### config.mk
export PLATFORM = sky130hd
export DESIGN_NAME = regfile_wr_arbiter
export DESIGN_NICKNAME = d
export VERILOG_FILES = /design/src/rtl/regfile_wr_arbiter.sv
export SDC_FILE = /design/constraint.sdc
export NUM_CORES = 1
export LEC_CHECK = 0
export CORE_AREA = 2 2 85 87
export DETAILED_ROUTE_END_ITERATION = 8
export DIE_AREA = 0 0 87 89
export GPL_TIMING_DRIVEN = 0
export PLACE_DENSITY = 0.75
export SYNTH_ARGS = -nofsm -noshare
export SYNTH_HDL_FRONTEND = slang
export SYNTH_SLANG_ARGS = --single-unit
### constraint.sdc
create_clock -name clk -period 1.7 [get_ports clk]
set_input_delay 0.17 -clock clk [delete_from_list [all_inputs] [get_ports clk]]
set_output_delay 0.17 -clock clk [all_outputs]
set_load 0.05 [all_outputs]
### src/rtl/regfile_wr_arbiter.sv
// Round-robin arbiter sharing one register-file write port among NUM_REQ writeback sources.
// Define RFARB_STATS_EN to add per-requester saturating grant counters (stat_grants).
module regfile_wr_arbiter #(
  parameter int NUM_REQ = 2,
  parameter int XLEN    = 32,
  parameter int PTR_W   = $clog2(NUM_REQ)
) (
  input  logic                    clk,
  input  logic                    rst,
  input  logic                    flush,
  input  logic [NUM_REQ-1:0]      req_valid,
  input  logic [5*NUM_REQ-1:0]    req_rd,
  input  logic [XLEN*NUM_REQ-1:0] req_data,
  output logic [NUM_REQ-1:0]      req_ready,
  output logic                    rf_en,
  output logic [4:0]              rf_rd,
  output logic [XLEN-1:0]         rf_data,
`ifdef RFARB_STATS_EN
  output logic [16*NUM_REQ-1:0]   stat_grants,
`endif
  output logic                    pend_valid,
  output logic [4:0]              pend_rd
);

  logic [4:0]      rd_arr   [NUM_REQ];
  logic [XLEN-1:0] data_arr [NUM_REQ];

  for (genvar gi = 0; gi < NUM_REQ; gi++) begin : g_unpack
    assign rd_arr[gi]   = req_rd[5*gi +: 5];
    assign data_arr[gi] = req_data[XLEN*gi +: XLEN];
  end

  logic [PTR_W-1:0] ptr_q, ptr_d;
  logic             en_q, en_d;
  logic [4:0]       rd_q, rd_d;
  logic [XLEN-1:0]  data_q, data_d;

  logic [NUM_REQ-1:0] grant_vec;
  logic [PTR_W-1:0]   grant_idx;
  logic               grant_any;

  // Rotating priority search starting at the pointer; the index wraps without a modulo.
  always_comb begin
    grant_vec = '0;
    grant_idx = '0;
    grant_any = 1'b0;
    for (int k = 0; k < NUM_REQ; k++) begin
      int idx;
      idx = int'(ptr_q) + k;
      if (idx >= NUM_REQ) idx = idx - NUM_REQ;
      if (!grant_any && req_valid[idx]) begin
        grant_any      = 1'b1;
        grant_idx      = PTR_W'(idx);
        grant_vec[idx] = 1'b1;
      end
    end
    if (!rst || flush) begin
      grant_vec = '0;
      grant_any = 1'b0;
    end
  end

  assign req_ready = grant_vec;

  always_comb begin
    ptr_d  = ptr_q;
    en_d   = 1'b0;
    rd_d   = rd_q;
    data_d = data_q;
    if (flush) begin
      ptr_d  = '0;
      rd_d   = '0;
      data_d = '0;
    end else if (grant_any) begin
      en_d   = (rd_arr[grant_idx] != 5'd0);
      rd_d   = rd_arr[grant_idx];
      data_d = data_arr[grant_idx];
      if (int'(grant_idx) == NUM_REQ - 1) ptr_d = '0;
      else                                ptr_d = grant_idx + 1'b1;
    end
  end

  always_ff @(posedge clk or negedge rst) begin
    if (!rst) begin
      ptr_q  <= '0;
      en_q   <= 1'b0;
      rd_q   <= '0;
      data_q <= '0;
    end else begin
      ptr_q  <= ptr_d;
      en_q   <= en_d;
      rd_q   <= rd_d;
      data_q <= data_d;
    end
  end

  assign rf_en      = en_q;
  assign rf_rd      = rd_q;
  assign rf_data    = data_q;
  assign pend_valid = en_q;
  assign pend_rd    = rd_q;

`ifdef RFARB_STATS_EN
  // Counters count handshakes (x0 included) and survive flush.
  for (genvar gi = 0; gi < NUM_REQ; gi++) begin : g_stats
    logic [15:0] cnt_q, cnt_d;
    always_comb begin
      cnt_d = cnt_q;
      if (grant_vec[gi] && cnt_q != 16'hFFFF) cnt_d = cnt_q + 16'd1;
    end
    always_ff @(posedge clk or negedge rst) begin
      if (!rst) cnt_q <= '0;
      else      cnt_q <= cnt_d;
    end
    assign stat_grants[16*gi +: 16] = cnt_q;
  end
`endif

endmodule

==> out/metrics.csv <==
stage,metric,value,unit
timing,setup_violations,0,
routing,wirelength,7960,um
timing,fin_setup_tns,0,ps
cells_and_area,drive_above_1_share,30.7,%
synth,synth.yosys.seq_area_share,35.8,%
clock_network,cts_buffer_depth,2,
global_routing,grt_pass1_wl,13000,um
synth,yosys.area.top_type,dfrtp_1,
synth,syn_area,2730,um^2
synth,syn_inst,242,
setup_path,r2r-end,rf_data[30],
synth,synth_top_area_share,35.8,%
die,die_y,89,um
die,design.portCount,125,
pwr,seq_power_share,34.7,%
setup_path,cp_data_required_time,1530,ps
setup_path,timing.critical_path.buf_inv,1,
place,dp_hpwl,5770,um
die,die_w,87,um
clock_network,path_clk_slew,80,ps
routing,drtIter0Drc,49,
routing,firstDrtPassIters,4,
timing,slew_viol_final,0,
synth,synth_area_leaders,"dfrtp_1 (36%), a22oi_2 (17%), a311oi_2 (17%), nand2b_1 (8.9%), o21ai_0 (6.8%)",
timing,maxSlewHeadroom,42.0,%
clock_network,htree_num_levels,2,
pwr,pwr-share-clk,23.3,%
cells_and_area,final_cell_mix,"clkdlybuf4s50_1 (112), nand2b_1 (39), dfrtp_1 (39), o21ai_0 (37), a22oi_2 (37)",
setup_path,regToRegSetupSlack,270,ps
pwr,switching_share,37.1,%
setup_path,r2r_start,ptr_q,
clock_network,cts_tree,built,
place,io_buffers,124,
cells_and_area,layout_commonest_cell,clkdlybuf4s50_1,
clock_network,clk-insertion-delay-late,290,ps
clock_network,cts_root_buffer,clkbuf_8,
setup_path,r2r_cells,5,
setup_path,cp-startpoint,rf_data[13],
die,die-area,7740,um^2
synth,yosys_warnings,0,
setup_path,cp.arrival,1480,ps
timing,fin_skew,5.59,ps
setup_path,cp_cell_sequence,clkdlybuf4s50_1,
global_routing,grt_pass1_vias,2611,
pwr,power.density,728,nW/um^2
hold_path,hp-start,req_data[17],
pwr,intPower,1.94,mW
global_routing,grt_max_degree,22,
routing,wl_per_cell,17.4,um
routing,antenna_left,0,
synth,synth_cell_type_count,20,
setup_path,critPathKind,reg -> out,
global_routing,grt_use_total,21.5,%
cells_and_area,num-nets-final,456,
setup_path,crit_family,buffers and inverters,
cells_and_area,multi_input_comb_area,1500,um^2
die,start_util,40.6,%
timing,tightest_slew,867,ps
timing,fmax,0.606,GHz
cells_and_area,utilization,63.0,%
cells_and_area,antenna_cells,0,
hold_path,hold_path.class,in -> reg,
cells_and_area,fill_cells,593,
cells_and_area,ff_latch_area,976,um^2
global_routing,antenna_found_initial,0,
clock_network,cts.sinks,39,
setup_path,crit_fanout,2,
timing,setup_ws,50.1,ps
pwr,p_sw,1.14,mW
routing,drc,0,
setup_path,max_stage_delay,810,ps
setup_path,endpoint,rf_data[13],
timing,post-route-period-util,97.1,%
timing,fin_crit,1650,ps
place,place.gp.congestion,0.791,
setup_path,setup.worst_path.start_class,flop,
pwr,ir_worst_vdd,435,uV
clock_network,numCtsBuffers,5,
setup_path,crit_slowest_cell,clkdlybuf4s50_1,
pwr,combPwrFrac,42.0,%
timing,rsz0062_at_grt,false,
pwr,p_leak,1.61,nW
cells_and_area,syn_to_final_growth,55.3,%
setup_path,end_kind,primary output,
synth,synth.avg_cell_area,11.3,um^2
status,status,completed,
setup_path,cp.depth,1,
die,core-area,6720,um^2
synth,synthesis.nets,321,
global_routing,grt_remaining_overflow,0,
routing,drt-vias-per-instance,5.45,
die,rows,30,
pwr,p_total,3.08,mW
timing,finalHoldViolCount,0,
synth,synth_seq_cells,39,
routing,num_vias,2494,
place,dp_slack,-752,ps
run,cap_violations,0,
Yosys cell counts:
master,count
or2_1,1
inv_2,1
nand2b_1,39
nand2_1,1
a311oi_1,7
a311oi_2,30
a21oi_1,1
nor4_1,1
a211oi_2,1
buf_6,8
dfrtp_1,39
buf_4,8
a22oi_2,37
buf_2,15
o21ai_0,37
nor2_1,3
clkbuf_1,8
or4_1,2
mux2_4,1
nor2b_1,2
repair_timing:
item | 4_1_cts | 5_1_grt
buffers inserted | 0 | 3
pin swaps | 1 | 1
endpoints found under the setup margin | 8 | 4
hold buffers | 2 | 0
resized for setup | 25 | 3
hold endpoints to repair | 18 | 0
layout make-up:
type	instances	share of cell area (%)
clock buffers	8	2.36
repair buffers	130	30.9
plain buffers	37	5.79
multi-input cells	163	35.4
flip-flops and latches	39	23.1
well taps	80	2.36
inverters	1	0.0887
per-stage QoR:
stage,hold WS (ps),std cells,area [um^2]
floorplan,-126,242,2730
global placement,558,446,4070
detailed placement,176,447,4090
CTS,437,456,4210
global route,447,458,4230
finish,443,458,4230
worst min path at each step:
stage	end	slack [ps]	cells past startpoint
floorplan	pend_rd[0]	-130	0
global placement	rf_data[29]	560	2
detailed placement	rf_data[28]	180	1
CTS	rf_data[0]	440	3
global route	rf_data[3]	450	3
finish	rf_data[17]	440	3
power by group through the flow:
stage	sequential (mW)	clock (mW)	combinational, mW
floorplan	1.39	0	0.481
global placement	1.09	0	1.29
detailed placement	1.09	0	1.30
CTS	1.07	0.730	1.30
global route	1.08	0.771	1.37
finish	1.07	0.718	1.29
metal layers:
layer	share of wire, %	global-route usage (%)	up-vias
met4	1.4	5.97	0
met5	0	0	-
met2	49	36.6	89
li1	-	-	1193
met1	45	28.0	1204
met3	4.9	4.16	8
sequential cells by signal, summed over array words and instances, names as in the netlist:
signal / flops
ptr_q: 1
pend_valid: 1
rf_data: 32
pend_rd: 5
kinds of logic after synthesis:
| logic type | share of synthesized area (%) |
|---|---|
| AO/OA/AOI/OAI | 43.2 |
| buffers and inverters | 9.50 |
| flip-flops | 35.8 |
| multiplexers | 0.551 |
| AND/OR/NAND/NOR | 11.0 |
Note: power is estimated with default switching activity, not from simulation.
